[src/rtl/grid_drawer.sv]
// Grid drawer: maps VGA pixels to grid cells, derives the game-step tick and owns head/direction/death state.
// Define GRID_DRAWER_WRAP_EN to make border moves wrap around instead of killing the snake.
module grid_drawer #(
    parameter int          CELL_LOG2    = 3,
    parameter int          COORD_W      = 9,
    parameter int          GRID_W       = 30,
    parameter int          GRID_H       = 30,
    parameter int          TICK_DIV     = 15,
    parameter int          FRAME_LINE   = 100,
    parameter logic [15:0] BG_COLOR     = 16'h0000,
    parameter logic [15:0] DEAD_COLOR_1 = 16'hF800,
    parameter logic [15:0] DEAD_COLOR_2 = 16'hFFE0
) (
    input  logic                         clk,
    input  logic                         rst,
    input  logic                         rst_game,
    input  logic [3:0]                   mov,
    input  logic [COORD_W-1:0]           x,
    input  logic [COORD_W-1:0]           y,
    input  logic [15:0]                  entity_data,
    input  logic                         collide,
    output logic [15:0]                  pixel_data,
    output logic [COORD_W-CELL_LOG2-1:0] grid_x,
    output logic [COORD_W-CELL_LOG2-1:0] grid_y,
    output logic                         step_tick,
    output logic [$clog2(GRID_W)-1:0]    head_x,
    output logic [$clog2(GRID_H)-1:0]    head_y,
    output logic [1:0]                   dir,
    output logic                         dead
);
    localparam int GC_W  = COORD_W - CELL_LOG2;
    localparam int HX_W  = $clog2(GRID_W);
    localparam int HY_W  = $clog2(GRID_H);
    localparam int CNT_W = (TICK_DIV > 1) ? $clog2(TICK_DIV) : 1;

    localparam logic [CNT_W-1:0]   CNT_LAST   = CNT_W'(TICK_DIV - 1);
    localparam logic [COORD_W-1:0] LINE       = COORD_W'(FRAME_LINE);
    localparam logic [HX_W-1:0]    X_MAX      = HX_W'(GRID_W - 1);
    localparam logic [HY_W-1:0]    Y_MAX      = HY_W'(GRID_H - 1);
    localparam logic [HX_W-1:0]    X_MID      = HX_W'(GRID_W / 2);
    localparam logic [HY_W-1:0]    Y_MID      = HY_W'(GRID_H / 2);
    localparam logic [GC_W:0]      GRID_W_EXT = (GC_W + 1)'(GRID_W);
    localparam logic [GC_W:0]      GRID_H_EXT = (GC_W + 1)'(GRID_H);
    localparam logic [GC_W-1:0]    GX_LAST    = GC_W'(GRID_W - 1);
    localparam logic [GC_W-1:0]    GY_LAST    = GC_W'(GRID_H - 1);
`ifdef GRID_DRAWER_WRAP_EN
    localparam logic WRAP_EN = 1'b1;
`else
    localparam logic WRAP_EN = 1'b0;
`endif

    typedef enum logic [1:0] {DIR_RIGHT = 2'b00, DIR_DOWN = 2'b01, DIR_LEFT = 2'b10, DIR_UP = 2'b11} dir_t;

    logic             line_hit, line_prev, frame_pulse, step;
    logic [CNT_W-1:0] frame_cnt;
    logic             pend_valid, col_flag, col_eff, blink, edge_hit, kill;
    dir_t             pend, dir_q, req_dir, new_dir;
    logic [HX_W-1:0]  next_x;
    logic [HY_W-1:0]  next_y;
    logic             in_grid, border;
    logic [15:0]      pixel_next;

    assign grid_x      = x[COORD_W-1:CELL_LOG2];
    assign grid_y      = y[COORD_W-1:CELL_LOG2];
    assign dir         = dir_q;
    assign line_hit    = (y == LINE);
    assign frame_pulse = line_hit & ~line_prev;
    assign step        = frame_pulse && (frame_cnt == CNT_LAST);
    assign col_eff     = col_flag | collide;
    assign kill        = col_eff | (edge_hit & ~WRAP_EN);

    // NOTE: every always_comb output gets a default first, so no path can infer a latch.
    always_comb begin
        req_dir = DIR_UP;
        if (mov[0])      req_dir = DIR_RIGHT;
        else if (mov[1]) req_dir = DIR_DOWN;
        else if (mov[2]) req_dir = DIR_LEFT;
    end

    // A pending request that reverses the current heading is dropped.
    always_comb begin
        new_dir = dir_q;
        if (pend_valid && (2'(pend) != (2'(dir_q) ^ 2'b10)))
            new_dir = pend;
    end

    // Candidate head: edge_hit flags a border crossing; next_* holds the wrapped cell.
    always_comb begin
        next_x   = head_x;
        next_y   = head_y;
        edge_hit = 1'b0;
        case (new_dir)
            DIR_RIGHT: if (head_x == X_MAX) begin edge_hit = 1'b1; next_x = '0;    end
                       else next_x = head_x + HX_W'(1);
            DIR_LEFT:  if (head_x == '0)    begin edge_hit = 1'b1; next_x = X_MAX; end
                       else next_x = head_x - HX_W'(1);
            DIR_DOWN:  if (head_y == Y_MAX) begin edge_hit = 1'b1; next_y = '0;    end
                       else next_y = head_y + HY_W'(1);
            DIR_UP:    if (head_y == '0)    begin edge_hit = 1'b1; next_y = Y_MAX; end
                       else next_y = head_y - HY_W'(1);
        endcase
    end

    // NOTE: state registers use non-blocking assignments so every flop samples pre-edge values.
    always_ff @(posedge clk or posedge rst) begin
        if (rst) begin
            line_prev  <= 1'b0;
            frame_cnt  <= '0;
            step_tick  <= 1'b0;
            head_x     <= X_MID;
            head_y     <= Y_MID;
            dir_q      <= DIR_RIGHT;
            pend       <= DIR_RIGHT;
            pend_valid <= 1'b0;
            col_flag   <= 1'b0;
            dead       <= 1'b0;
            blink      <= 1'b0;
        end else begin
            line_prev <= line_hit;
            if (rst_game) begin
                frame_cnt  <= '0;
                step_tick  <= 1'b0;
                head_x     <= X_MID;
                head_y     <= Y_MID;
                dir_q      <= DIR_RIGHT;
                pend_valid <= 1'b0;
                col_flag   <= 1'b0;
                dead       <= 1'b0;
                blink      <= 1'b0;
            end else begin
                step_tick <= step;
                if (frame_pulse)
                    frame_cnt <= step ? '0 : frame_cnt + CNT_W'(1);
                if (step) begin
                    pend_valid <= 1'b0;
                    col_flag   <= 1'b0;
                    if (dead) begin
                        blink <= ~blink;
                    end else begin
                        dir_q <= new_dir;
                        if (kill) begin
                            dead <= 1'b1;
                        end else begin
                            head_x <= next_x;
                            head_y <= next_y;
                        end
                    end
                end else if (collide) begin
                    col_flag <= 1'b1;
                end
                // A request on the step edge survives the clear and feeds the next step.
                if (mov != 4'b0000) begin
                    pend       <= req_dir;
                    pend_valid <= 1'b1;
                end
            end
        end
    end

    always_comb begin
        in_grid    = ({1'b0, grid_x} < GRID_W_EXT) && ({1'b0, grid_y} < GRID_H_EXT);
        border     = (grid_x == '0) || (grid_x == GX_LAST) || (grid_y == '0) || (grid_y == GY_LAST);
        pixel_next = entity_data;
        if (!in_grid)
            pixel_next = BG_COLOR;
        else if (dead)
            pixel_next = border ? (blink ? DEAD_COLOR_1 : DEAD_COLOR_2) : BG_COLOR;
    end

    // The pixel pipeline ignores rst_game; only the hard reset clears it.
    always_ff @(posedge clk or posedge rst) begin
        if (rst) pixel_data <= '0;
        else     pixel_data <= pixel_next;
    end
endmodule

[config.mk]
export PLATFORM = sky130hd
export DESIGN_NAME = grid_drawer
export DESIGN_NICKNAME = d
export VERILOG_FILES = /design/src/rtl/grid_drawer.sv
export SDC_FILE = /design/constraint.sdc
export NUM_CORES = 1
export LEC_CHECK = 0
export CORE_MARGIN = 2
export CORE_UTILIZATION = 49
export CTS_CLUSTER_SIZE = 20
export DETAILED_ROUTE_END_ITERATION = 8
export GPL_TIMING_DRIVEN = 0
export PLACE_DENSITY_LB_ADDON = 0.2
export SYNTH_ARGS = -nofsm -noshare
export SYNTH_HDL_FRONTEND = slang
export SYNTH_SLANG_ARGS = --single-unit
[constraint.sdc]
create_clock -name clk -period 3.1 [get_ports clk]
set_input_delay 0.31 -clock clk [delete_from_list [all_inputs] [get_ports clk]]
set_output_delay 0.31 -clock clk [all_outputs]
set_load 0.02 [all_outputs]
; ---- Yosys cells after proc, flatten, opt, wreduce, memory -nomap -nowiden
; Cells that the tools add are included.
[totals]
ramBits = 0
regBits = 40
mem_bits_ro = 0
input_bits = 42
latchBits = 0
mem_count = 0
out_inout_bits = 42
word_cells = 109
[op_classes]
n_lt_le_gt_ge = 2
eq_ne = 12
n_mul = 0
n_shift = 0
n_mux = 47
reduce_logical = 24
div_mod_pow = 0
bitwise = 7
add_sub_neg = 5
[ops]
columns = operator, count
row1 = $mux W5, 12
row2 = $mux W16, 3
row3 = $pmux W5 S2, 2
row4 = $mux W1, 19
row5 = $eq A6 B5 Y1 const B, 2
row6 = $logic_not A6 Y1, 2
row7 = $lt A6 B5 Y1 const B, 2
row8 = $mux W2, 6
row9 = $mux W4, 3
row10 = $reduce_bool A3 Y1, 4
row11 = $mux W11, 1
row12 = $add A5 B1 Y5 const B, 2
row13 = $eq A5 B5 Y1 const B, 2
row14 = $logic_not A5 Y1, 2
row15 = $sub A5 B1 Y5 const B, 2
row16 = $eq A9 B7 Y1 const B, 1
row17 = $reduce_and A4 Y1, 2
row18 = $reduce_and A2 Y1, 3
row19 = $reduce_bool A2 Y1, 3
row20 = $add A4 B1 Y4 const B, 1
row21 = $eq A2 B2 Y1 const B, 2
row22 = $eq A4 B4 Y1 const B, 1
row23 = $ne A2 B2 Y1 const B, 2
row24 = $not A1 Y1, 4
row25 = other kinds (9), 14

; ---- Depth between registers and ports, before layout
; Gate-level depths: netlist (run 1).
[logic_depth]
ltp_word = 11
depth_mapped = 9
mapped_depth_nobuf = 9

; ---- Least setup slack after synthesis (run 1)
; No wires, ideal clock.
[synth_timing]
path_kind = reg2reg
startpoint = reg head_y[0]
endpoint = reg head_y[4]
synth_period_minus_slack_ns = 2.245
setup_time_ns = 0.064
n_path_buf = 0
t_arrival_ns = 2.180
path_stages_with_launch = 9
path_slack_ns = 0.855
required_time_ns = 3.036
path_cell_list = dfstp_2 -> inv_1 -> ha_1 -> nor4b_1 -> a211o_1 -> a21oi_2 -> a31oi_4 -> a2111oi_2 -> a21o_1
[synth_between]
elab_chain_cells = 7
word_cells_on_any_way = 17
cone_classes = add/sub (2) / eq/ne (2) / mux (10) / bitwise (1) / reduce/logical (2)
[synth_rtl]
columns = item, line_no
row1 = "start, declared", 27  ; output logic [$clog2(GRID_H)-1:0] head_y,
row2 = "start signal, assigned", 145  ; head_y <= next_y;
row3 = $sub A5 B1 Y5 (tied with other cells), 100  ; else next_y = head_y - HY_W'(1);
row4 = "$mux W5, on equally long branches", "99, 97"
row5 = $pmux W5 S2, 92  ; case (new_dir)
row6 = $mux W5, 141  ; if (kill) begin
row7 = $mux W5, 137  ; if (dead) begin
row8 = $mux W5, 134  ; if (step) begin
row9 = $mux W5, 120  ; if (rst_game) begin
; Several ways; a longest one is shown, not always the timed one. The select of a mux whose other input is x is not followed.
; A chain may end at the register's enable or synchronous reset.

; ---- Final worst setup path (run 1)
; Ends and elaborated chain as after synthesis.

==> out/qor.yml, run 1 <==
status: "complete, no violations"
io_buffers: 79
cts_resized: 0
cts_buffer_depth: 2
fin_crit_ns: 2.38
critPathKind: "flip-flop to flip-flop"
drc: 0
fin_crit_sh_pct: 76.8
die_h_um: 75.2
final_cell_mix: "79 x clkdlybuf4s50_1, 35 x nor2_1, 32 x dfrtp_1"
rsz0062_at_grt: "no"
synth_nets: 325
tns_ns: 0
synth-simple-area-share_pct: 22.2
fp.dieW_um: 75.2
core_um2: 4820
cp-end-kind: "flip-flop"
antenna_left: 0
synth.area.mux_share_pct: 1.71
place_area_um2: 3360
crit_fanout: 9
cts_tree: "built"
syn_to_final_growth_pct: 39.9
p_leak_nw: 1.48
routedWlPerCell_um: 14.3
insertedDiodeCount: 0
path_clk_slew_ns: 0.09
cts_buffers: 5
min_path_type: "primary input to async pin"
yosys_warnings: 0
firstDrtPassIters: 4
dpl.hpwl_mm: 4.63
root_buffer: "clkbuf_8"
grt_pass1_vias: 2283
final_nets: 411
setup_viol: 0
synth_flop_cell: "dfrtp_1"
rr_worst_depth: 8
grtUsageTotal_pct: 22.7
synth_fa_ha_area_share_pct: 5.04
insertion_delay_ns: 0.30
timing.rr.start: "head_y[0]"
startpoint_type: "flip-flop"
dieArea_um2: 5650
fillers: 385
multi_input_area_um2: 1280
synth_xor_area_share_pct: 1.06
finClkSkew_ns: 0.00549
routed_via_density: 5.42
htree_levels: 2
p_total_mw: 1.36
timing.slew.headroom_pct: 39.6
synth_edf_count: 0
fmax_mhz: 420
synth_top_family_by_area: "simple AND/OR/NAND/NOR gates"
fp-row-count: 25
worstPathRequired_ns: 3.34
critPathArrivalTime_ns: 2.62
io_pins: 84
synth_compound_area_share_pct: 21.6
register_area_um2: 1010
power.density_nw_per_um2: 393
timing.reg2reg.setup_slack_ns: 0.72
cts_hold_buf: 0
grt_pass1_wl_mm: 9.87
drive_gt1_share_pct: 13.3
drv_slew: 0
peakVddDrop_v: 0.000309
cap_violations: 0
async_flop_share_pct: 100
ys_types: 57
wl_mm: 6.11
timing.rr.end: "head_y[4]"
synth_area_um2: 2480
start_util_pct: 51.5
avgSynthCellArea_um2: 9.09
post_cts_buffers: 0
layout_commonest_cell: "clkdlybuf4s50_1"
place.gp.congestion: 0.899
finalHoldViolations: 0
synth-seq-cells: 40
synth_cells: 273
antenna_found_initial: 0
cts.sink_count: 40
final_util_pct: 72.1
grt_max_degree: 41
grt_overflow: 0
worstMarginPinSlew_ns: 0.897
via_count: 2313
final_area_um2: 3470
drt_iter0_markers: 85
yosysSeqAreaShare_pct: 40.7
-- through the flow --
stage / setup WS [ns] / std cells / hold slack (ns)
finish: 0.720 / 427 / 0.518
global route: 0.444 / 427 / 0.542
CTS: 0.710 / 427 / 0.528
detailed placement: 0.559 / 419 / 0.565
global placement: 0.640 / 419 / 0.546
floorplan: 0.855 / 273 / 0.396
-- power breakdown --
part / switching [mW] / internal (mW)
logic: 0.172 / 0.168
clock network: 0.198 / 0.243
registers: 0.0262 / 0.556
-- final cells by class --
cell class	instances	share of cell area (%)
plain buffers	24	4.33
clock buffers	5	1.98
clock inverters	3	1.33
inverters	10	1.08
multi-input cells	199	37.0
flip-flops and latches	40	29.1
well taps	67	2.42
repair buffers	79	22.8
-- worst max-delay path, cell delays in order (launching register included) --
cell	delay [ns]
dfstp_2	0.60
inv_1	0.10
ha_1	0.22
nor4b_1	0.17
a211o_1	0.32
a21oi_2	0.26
a31oi_4	0.19
a2111oi_2	0.35
a21o_1	0.12
-- per-layer routing --
layer  vias up  routed length (um)  global-route usage (%)
met5         -                   0                       0
met4         0                  53                    6.24
met3         5                 516                    8.70
met2        82                3030                    38.7
met1      1093                2520                    26.8
li1       1133                   -                       -
-- how the worst max path moves through the flow --
stage | start | endpoint | slack [ns] | cells after the start
after floorplan | head_y[0] | head_y[4] | 0.86 | 8
after global placement | y[4] | head_x[3] | 0.64 | 8
after detailed placement | y[3] | dead | 0.56 | 8
after CTS | head_y[1] | head_x[1] | 0.71 | 8
after global routing | head_y[1] | head_x[3] | 0.44 | 8
final | head_y[0] | head_y[4] | 0.72 | 8
-- cells in the mapped netlist (3+ instances only) --
cell	number	area [um^2]
o21ai_0	12	60.1
a211o_1	3	26.3
a21oi_1	15	75.1
o21a_1	13	97.6
o22ai_1	3	18.8
a211oi_1	4	30.0
nand2_1	18	67.6
dfstp_2	8	210
and2_1	8	50.1
nand4_1	6	37.5
ha_1	10	125
dfrtp_1	32	801
nor3_1	9	45.0
inv_1	10	37.5
a31oi_1	3	18.8
o211ai_1	3	22.5
clkbuf_1	6	22.5
nand2b_1	4	25.0
nand3_1	10	50.1
buf_4	13	97.6
nor2_1	35	131
buf_2	3	15.0
-- kinds of logic (layout without fill, tap and decap cells) --
| group | count (synthesis) | after routing |
|---|---|---|
| AO/OA/AOI/OAI | 75 | 75 |
| buffers and inverters | 34 | 121 |
| multiplexers | 4 | 4 |
| adder cells (fa/ha/maj) | 10 | 10 |
| flip-flops | 40 | 40 |
| AND/OR/NAND/NOR | 107 | 107 |
| XOR/XNOR | 3 | 3 |
-- sequential cells by signal, summed over array words and instances, names as in the netlist --
signal / flops
blink: 1
col_flag: 1
dead: 1
dir: 2
frame_cnt: 4
head_x: 5
head_y: 5
line_prev: 1
pend: 2
pend_valid: 1
pixel_data: 16
step_tick: 1
Note: power is estimated with default switching activity, not from simulation.
==> run 2, diff against run 1 <==
--- a/config.mk
+++ b/config.mk
@@ -6,7 +6,7 @@
 export NUM_CORES = 1
 export LEC_CHECK = 0
 export CORE_MARGIN = 2
-export CORE_UTILIZATION = 49
+export CORE_UTILIZATION = 46
 export CTS_CLUSTER_SIZE = 20
 export DETAILED_ROUTE_END_ITERATION = 8
 export GPL_TIMING_DRIVEN = 0
==> constraint.sdc (replaced) <==
create_clock -name clk -period 2.3 [get_ports clk]
set_input_delay 0.23 -clock clk [delete_from_list [all_inputs] [get_ports clk]]
set_output_delay 0.23 -clock clk [all_outputs]
set_load 0.02 [all_outputs]
==> run 2 against run 1 <==
Design area is 4.0% higher. Cell count is 2.6% higher. Non-clock buffer count is 7 higher. Setup slack worse by 0.60 ns.
==> out/qor.yml, run 2 (same netlist as run 1, synthesis figures left out) <==
antenna_left: 0
crit_buf_inv: 1
crit_fanout: 8
cp_top_family: "compound AO/OA/AOI/OAI gates"
cts.sink_count: 40
critPathKind: "flip-flop to flip-flop"
path_clk_slew_ns: 0.08
core_um2: 5170
cp-end-kind: "flip-flop"
die_h_um: 77.4
crit_chain: "inv_1 -> ha_1 -> nor4b_2 -> a211o_1 -> a21oi_4 -> o211ai_4 -> nor3b_2 -> o22ai_1"
top_register: "pixel_data"
p_leak_nw: 1.52
power.density_nw_per_um2: 518
timing.rr.start: "head_y[1]"
dieArea_um2: 6000
final_area_um2: 3610
grt_pass1_wl_mm: 10.5
final_cells: 438
fp.dieW_um: 77.4
routed_via_density: 5.45
largest_register_ffs: 16
cts_hold_buf: 0
grt_overflow: 0
htree_levels: 2
setup_viol: 0
io_pins: 84
finClkSkew_ns: 0.00726
critPathArrivalTime_ns: 2.39
peakVddDrop_v: 0.000416
start_util_pct: 48.0
cts_buffer_depth: 2
dpl.hpwl_mm: 4.52
fin_crit_sh_pct: 94.9
wl_mm: 6.24
root_buffer: "clkbuf_8"
antenna_found_initial: 0
drc: 0
fmax_mhz: 458
status: "complete, no violations"
cts_buffers: 5
place.gp.congestion: 0.877
startpoint_type: "flip-flop"
syn_to_final_growth_pct: 45.5
drv_slew: 0
cts_tree: "built"
rsz0062_at_grt: "no"
insertion_delay_ns: 0.29
finalHoldViolations: 0
final_cell_mix: "79 x clkdlybuf4s50_1, 35 x nor2_1, 32 x dfrtp_1"
place_inst: 422
timing.slew.headroom_pct: 44.2
layout_commonest_cell: "clkdlybuf4s50_1"
routedWlPerCell_um: 14.2
fin_crit_ns: 2.18
via_count: 2387
worstPathRequired_ns: 2.51
grtUsageTotal_pct: 21.4
place_area_um2: 3360
firstDrtPassIters: 4
drt_iter0_markers: 84
crit_start: "head_y[1]"
slowest_stage: "dfstp_2"
cap_violations: 0
top_regs: "pixel_data (16), head_x (5), head_y (5)"
cp_slowest_stage_delay_ns: 0.54
insertedDiodeCount: 0
grt_max_degree: 41
min_path_type: "primary input to async pin"
grt_pass1_vias: 2364
final_util_pct: 69.8
final_nets: 419
drive_gt1_share_pct: 16.6
fp-row-count: 26
worstMarginPinSlew_ns: 0.837
io_buffers: 79
==> run 2: changes by cell type in the layout (fill, tap and decap cells not counted), sizes merged <==
cell | previous run | this run
buf | 18 | 25
a31oi | 4 | 5
==> run 2: worst register-to-register path: cells and delay by family, from the launching register on <==
family,cells,cell delay [ns]
DFF,1,0.54
and+or+nand+nor,2,0.38
AOI/OAI and AO/OA,4,0.87
adders and majority gates,1,0.21
buffers and inverters,1,0.09
==> run 2: what timing repair did <==
action,4_1_cts,5_1_grt
pin swaps,2,7
resized for setup,5,6
cloned,1,0
setup buffers,4,3
endpoints found under the setup margin,8,15
==> run 2: layout make-up <==
| class | count | area (um^2) |
|---|---|---|
| well taps | 70 | 87.6 |
| flip-flops and latches | 40 | 1010 |
| repair buffers | 86 | 843 |
| fillers | 419 | 1560 |
| clock buffers | 5 | 68.8 |
| plain buffers | 24 | 151 |
| inverters | 10 | 37.5 |
| multi-input cells | 200 | 1360 |
| clock inverters | 3 | 46.3 |
==> run 2: where the power goes <==
part	switching [mW]	internal [mW]
combinational	0.260	0.246
sequential	0.0304	0.749
clock	0.257	0.327
==> run 2: per-stage QoR <==
stage	setup WS (ns)	hold WS, ns	total power [mW]	TNS (ns)
detailed placement	-0.176	0.571	1.26	-1.73
CTS	0.0146	0.445	1.86	0
finish	0.117	0.430	1.87	0
global route	0.00756	0.479	1.96	0
floorplan	0.0551	0.316	1.05	0
global placement	-0.0750	0.550	1.25	-0.850
==> run 2: per-layer routing <==
layer / track usage, % / vias to the layer above / share of wire (%)
met5: 0 / - / 0
met4: 5.00 / 0 / 1.1
met3: 8.49 / 9 / 8.9
met2: 38.0 / 81 / 50
met1: 24.2 / 1140 / 40
li1: - / 1157 / -
==> run 2: final timing paths <==
kind	cells past startpoint	slack, ns	endpoint
max reg2reg	8	0.12	head_x[3]
max	8	0.12	head_x[3]
min	2	0.43	pend[0]
min reg2reg	2	0.57	head_y[0]
min in group clk	2	0.48	pixel_data[3]
max in group asynchronous	2	1.35	line_prev
==> RTL edit 1, RTL diff (settings of run 1) <==
Set the localparam `WRAP_EN` to 1'b1 (it was 1'b0).
--- a/src/rtl/grid_drawer.sv
+++ b/src/rtl/grid_drawer.sv
@@ -46,7 +46,7 @@
 `ifdef GRID_DRAWER_WRAP_EN
     localparam logic WRAP_EN = 1'b1;
 `else
-    localparam logic WRAP_EN = 1'b0;
+    localparam logic WRAP_EN = 1'b1;
 `endif
 
     typedef enum logic [1:0] {DIR_RIGHT = 2'b00, DIR_DOWN = 2'b01, DIR_LEFT = 2'b10, DIR_UP = 2'b11} dir_t;
Check against the original RTL: same outputs for any inputs over 10 cycles, from zero or initial values and one cycle with rst high; that may be too few to reach the edited logic, so the function may still have changed.
==> RTL edit 1 against run 1 <==
  * Cell area fell by 3.1%
  * Clock skew grew 0.00067 ns
  * Sequential cell count did not move
  * First-iteration DRC count up 56%
  * Critical path depth fell by 1
  * Sequential power is 7.0% lower
  * Wire length decreased by 11%
  * Setup slack gained 0.33 ns
  * Synthesized area is 4.0% lower
  * Total power decreased by 14%
  * Critical path type is now input port to flop
  * Largest cell class unchanged
  * Highest routed layer unchanged
==> RTL edit 1: results (changes against run 1) <==
| Metric | Value |
|---|---|
| Crit path arrival time | 2.28 ns (was 2.62 ns) |
| Worst R2R End | dir[1]$_DFFE_PP0P_ (was head_y[4]$_DFFE_PP0P_) |
| First-pass GRT wire length | 9211 microns (was 9873 microns) |
| PortBufs | 80 (was 79) |
| Post-Synth Adder-Cell Area | 0.04204 (was 0.05043) |
| Worst Skew | 0.006154 ns (was 0.005488 ns) |
| Compound-Gate Fraction of Synth Area | 0.1708 (was 0.2163) |
| GRT Total Usage | 0.2170 (was 0.2266) |
| Maximum vdd ir drop | 0.3049 mV (was 0.3085 mV) |
| Syn_nets | 305 (was 325) |
| Drt wl/cell | 13.72 microns (was 14.31 microns) |
| Via-per-instance ratio | 5.542 (was 5.417) |
| Reg-to-reg critical path startpoint | frame_cnt[0]$_DFFE_PP0P_ (was head_y[0]$_DFFE_PP1P_) |
| Commonest cells in the netlist | nor2_1 (37), dfrtp_1 (32), a21oi_1 (16), nand2_1 (14), inv_1 (13) (was nor2_1 (35), dfrtp_1 (32), nand2_1 (18), a21oi_1 (15)) |
| Layout cells sized above 1 | 0.1195 (was 0.1333) |
| Vias in the first global route | 2109 (was 2283) |
| Static Leak | 1.543 nW (was 1.475 nW) |
| Status | finished, final reports clean (unchanged) |
| Met3 Usage GRT | 0.08779 (was 0.08701) |
| Top_reg_cell synth | dfrtp_1 (unchanged) |
| Worst Tran Pin Value | 0.8180 ns (was 0.8974 ns) |
| XOR/XNOR Fraction of Synth Area | 0.007357 (was 0.01059) |
| Synth cell types | 52 (was 57) |
| Post-synthesis mux area share | 0.02943 (was 0.01715) |
| Nets | 392 (was 411) |
| GPL Wtd Cong | 0.8614 (was 0.8986) |
| Slowest CP cell | clkdlybuf4s50_1 (was dfstp_2) |
| Starting DRC count in detailed routing | 133 (was 85) |
| Placed Area | 3249 sq um (was 3356 sq um) |
| Crit-path max FO | 10 (was 9) |
| R2r setup slk | 1.14 ns (was 0.72 ns) |
| Seq/Total Area, Yosys | 0.4246 (was 0.4075) |
| Worst Hold Margin | 0.4866 ns (was 0.5181 ns) |
| Synth top area cells | dfrtp_1 (34%), dfstp_2 (8.8%), nor2_1 (5.8%) (was dfrtp_1 (32%), dfstp_2 (8.5%), nor2_1 (5.3%)) |
| Pre-CTS setup slack | 0.7223 ns (was 0.5593 ns) |
| GR Util met2 | 0.3591 (was 0.3869) |
RTL edit 1: cell types whose count changed in the layout (fill, tap and decap cells not counted), moves of 4 or more:
| cell | run 1 | this run |
|---|---|---|
| o21a_1 | 13 | 1 |
| a21o_1 | 2 | 7 |
| nand3_1 | 10 | 5 |
| nand2_1 | 18 | 14 |
| mux2i_1 | 2 | 7 |
RTL edit 1: worst max-delay path by stage:
stage,slack [ns],startpoint,endpoint,cells past startpoint
6_report,1.05,y[3],head_x[2]$_DFFE_PP1P_,7
5_1_grt,0.92,frame_cnt[0]$_DFFE_PP0P_,dir[1]$_DFFE_PP0P_,8
4_1_cts,1.04,y[3],head_x[2]$_DFFE_PP1P_,7
3_5_place_dp,0.72,y[3],head_x[2]$_DFFE_PP1P_,7
3_3_place_gp,0.75,y[7],head_x[2]$_DFFE_PP1P_,7
2_1_floorplan,1.34,dead$_DFFE_PP0P_,head_x[2]$_DFFE_PP1P_,5
RTL edit 1: final cells by class:
cell class	instances	area [sq um]
Buffer	22	138.9
Clock buffer	5	68.82
Clock inverter	3	46.29
Fill cell	373	1328
Inverter	13	48.80
Multi-Input combinational cell	180	1182
Sequential cell	40	1011
Tap cell	54	67.56
Timing Repair Buffer	80	800.8
RTL edit 1: cell families after synthesis:
kind of cell               count (synthesis)
muxes                                      7
xor gates and xnor gates                   2
AOI/OAI and AO/OA                         60
buffers and inverters                     35
DFF                                       40
and+or+nand+nor                          103
adders and majority gates                  8
RTL edit 1: metal layers:
| metal | vias up | wire (microns) | share of wire |
|---|---|---|---|
| met5 | - | 0 | 0 |
| met4 | 0 | 57 | 0.010 |
| met3 | 7 | 434 | 0.080 |
| met2 | 70 | 2695 | 0.49 |
| met1 | 1048 | 2260 | 0.41 |
| li1 | 1075 | - | - |
RTL edit 1: critical path, delay by kind of cell:
kind            cells  cell delay [ns]
compound gates      2             0.62
buf+inv             2             0.63
simple gates        3             0.72
RTL edit 1: report_power, final:
part	leakage [nW]	total [W]	internal, W	switching [W]
registers	0.517	0.000541	0.000535	0.00000641
logic	0.972	0.000185	0.000100	0.0000846
clock network	0.0548	0.000443	0.000243	0.000200
RTL edit 1: per-stage QoR:
step	std cells	total power [W]
final	397	0.001169
after global routing	397	0.001214
after CTS	397	0.001177
after detailed placement	389	0.0007373
after global placement	389	0.0007342
after floorplan	255	0.0006357
==> RTL edit 2, RTL diff (settings of run 1) <==
Made on the original files. One comparison of `frame_cnt` changes from == to >=.
--- a/src/rtl/grid_drawer.sv
+++ b/src/rtl/grid_drawer.sv
@@ -65,7 +65,7 @@
     assign dir         = dir_q;
     assign line_hit    = (y == LINE);
     assign frame_pulse = line_hit & ~line_prev;
-    assign step        = frame_pulse && (frame_cnt == CNT_LAST);
+    assign step        = frame_pulse && (frame_cnt >= CNT_LAST);
     assign col_eff     = col_flag | collide;
     assign kill        = col_eff | (edge_hit & ~WRAP_EN);
 
Function: same outputs for any inputs over 10 cycles, from zero or initial values and one cycle with rst high; that may be too few to reach the edited logic, so the function may still have changed.
==> RTL edit 2 against run 1 <==
  * Count of clock-buffer cells in the layout is 1 higher
  * Largest cell class unchanged
  * Critical path type is now input port to flop
  * Setup slack got worse by 0.29 ns
  * Die area grew 3.3%
  * Total power shrank 14%
  * Critical endpoint is now head_x[4]$_DFFE_PP0P_
  * Maximum frequency shrank 11%
  * Cell count increased by 2.8%
  * Cell area is 2.4% higher
  * Wire length up 4.6%
  * Synthesized area is 3.5% higher
  * Sequential cell count unchanged
==> RTL edit 2: results (changes against run 1) <==
| Metric | Value |
|---|---|
| Status | finished, final reports clean (unchanged) |
| Cts repair resizes | 0 (unchanged) |
| Vias in the first global route | 2407 (was 2283) |
| Layout cells sized above 1 | 0.1220 (was 0.1333) |
| Hpwl dp | 4749 microns (was 4632 microns) |
| Worst Skew | 0.004268 ns (was 0.005488 ns) |
| Grt total ovfl | 0 (unchanged) |
| Via-per-instance ratio | 5.599 (was 5.417) |
| Setup-failing EPs final | 0 (unchanged) |
| Syn_nets | 334 (was 325) |
| Max clock buf depth | 2 (unchanged) |
| Starting DRC count in detailed routing | 138 (was 85) |
| Maximum vdd ir drop | 0.2686 mV (was 0.3085 mV) |
| Reg-to-reg critical path startpoint | pend_valid$_DFFE_PP0P_ (was head_y[0]$_DFFE_PP1P_) |
| GPL Wtd Cong | 0.8548 (was 0.8986) |
| Placed Area | 3446 sq um (was 3356 sq um) |
| Final worst slack | 0.4287 ns (was 0.7203 ns) |
| Worst-path clk slew | 0.08 ns |
| Crit path arrival time | 2.83 ns (was 2.62 ns) |
| Asr flop ratio synth | 1.000 (unchanged) |
| R2r setup slk | 0.63 ns (was 0.72 ns) |
| Drt pass-1 iters | 4 (unchanged) |
| HP Class | input port to flop (was input port to async pin) |
| Skew-Pair Late Insertion Delay | 0.29 ns |
| Diodes inserted | 0 (unchanged) |
| Slew HR | 0.4510 (was 0.3962) |
| Synthesis warning total | 0 (unchanged) |
| Top Registers | pixel_data: 16 flops, head_x: 5 flops, head_y: 5 flops (unchanged) |
| Static Leak | 1.558 nW (was 1.475 nW) |
| Nets | 420 (was 411) |
| GRT Total Usage | 0.2315 (was 0.2266) |
| Crit-path max FO | 9 (unchanged) |
| Post-CTS setup buffers | 0 (unchanged) |
| Worst R2R End | head_y[4]$_DFFE_PP0P_ (unchanged) |
| Largest net degree at the start of global routing | 41 (unchanged) |
| PortBufs | 79 (unchanged) |
| CP endpoint | head_x[4]$_DFFE_PP0P_ (was head_y[4]$_DFFE_PP0P_) |
| CTS Buf Count | 5 (unchanged) |
| Seq/Total Area, Yosys | 0.3938 (was 0.4075) |
| Commonest cells in the netlist | dfrtp_1 (32), nor2_1 (31), nand2_1 (14) (was nor2_1 (35), dfrtp_1 (32), nand2_1 (18), a21oi_1 (15)) |
| Worst setup path start | y[3] (was head_y[0]$_DFFE_PP1P_) |
| CTS root buf | clkbuf_8 (unchanged) |
| First-pass GRT wire length | 11050 microns (was 9873 microns) |
| Pre-CTS setup slack | 0.1190 ns (was 0.5593 ns) |
| Synth cell types | 62 (was 57) |
| Final WL | 6392 microns (was 6112 microns) |
| R2R cell count | 7 (was 8) |
| Synth top area cells | dfrtp_1 (31%), dfstp_2 (8.2%), ha_1 (4.9%) (was dfrtp_1 (32%), dfstp_2 (8.5%), nor2_1 (5.3%)) |
| Top_reg_cell synth | dfrtp_1 (unchanged) |
| Initial antenna violation count | 0 (unchanged) |
| H-tree Lvls | 2 (unchanged) |
## RTL edit 2: cell types whose count changed in the layout (fill, tap and decap cells not counted), sizes merged, moves of 4 or more
cell,run 1,this run
a21oi,17,13
clkbuf,11,17
nand2,18,14
nand4,6,10
nor2,36,31
o21ai,13,9
## RTL edit 2: per-stage QoR
stage | instances | hold WS [ns]
3_3_place_gp | 431 | 0.5269
4_1_cts | 439 | 0.3995
2_1_floorplan | 282 | 0.4270
6_report | 439 | 0.4029
5_1_grt | 439 | 0.4435
3_5_place_dp | 431 | 0.5436
## RTL edit 2: worst max-delay path: stages
cell             delay (ns)
clkdlybuf4s50_1        0.48
or4_4                  0.57
or4_1                  0.46
buf_2                  0.17
nor3_4                 0.25
o2111a_1               0.28
buf_6                  0.14
nand2b_1               0.12
a21oi_2                0.05
## RTL edit 2: layer usage
| layer | track usage | share of wire | vias to the layer above | wire length (microns) |
|---|---|---|---|---|
| li1 | - | - | 1199 | - |
| met5 | 0 | 0 | - | 0 |
| met3 | 0.06754 | 0.073 | 16 | 469 |
| met1 | 0.2703 | 0.41 | 1157 | 2649 |
| met4 | 0.09273 | 0.028 | 0 | 177 |
| met2 | 0.3991 | 0.48 | 86 | 3095 |
## RTL edit 2: final cells by class
class / instances / area (sq um)
fillers: 426 / 1521
plain buffers: 26 / 152.6
inverters: 10 / 37.54
repair buffers: 79 / 790.8
clock buffers: 6 / 72.57
flip-flops and latches: 40 / 1011
multi-input cells: 206 / 1366
well taps: 70 / 87.58
clock inverters: 2 / 35.03
## RTL edit 2: kinds of logic after synthesis
kind of cell / share of synthesized area
buffers and inverters: 0.07408
DFF: 0.3938
xor gates and xnor gates: 0.01024
AOI/OAI and AO/OA: 0.2047
and+or+nand+nor: 0.2354
adders and majority gates: 0.04873
muxes: 0.03314
## RTL edit 2: where the power goes
| group | internal (W) | switching [W] | total (W) |
|---|---|---|---|
| logic | 0.000107 | 0.0000945 | 0.000201 |
| registers | 0.000535 | 0.00000717 | 0.000542 |
| clock network | 0.000239 | 0.000187 | 0.000426 |
| total | 0.000880 | 0.000289 | 0.00117 |
## RTL edit 2: worst min-delay path by stage
| stage | from | depth (start not counted) | end |
|---|---|---|---|
| after global placement | blink$_DFFE_PP0P_ | 2 | blink$_DFFE_PP0P_ |
| final | rst_game | 2 | head_x[0]$_DFFE_PP1P_ |
| after floorplan | entity_data[10] | 1 | pixel_data[10]$_DFF_PP0_ |
| after CTS | rst_game | 2 | head_x[0]$_DFFE_PP1P_ |
| after global routing | rst_game | 2 | head_x[0]$_DFFE_PP1P_ |
| after detailed placement | blink$_DFFE_PP0P_ | 2 | blink$_DFFE_PP0P_ |
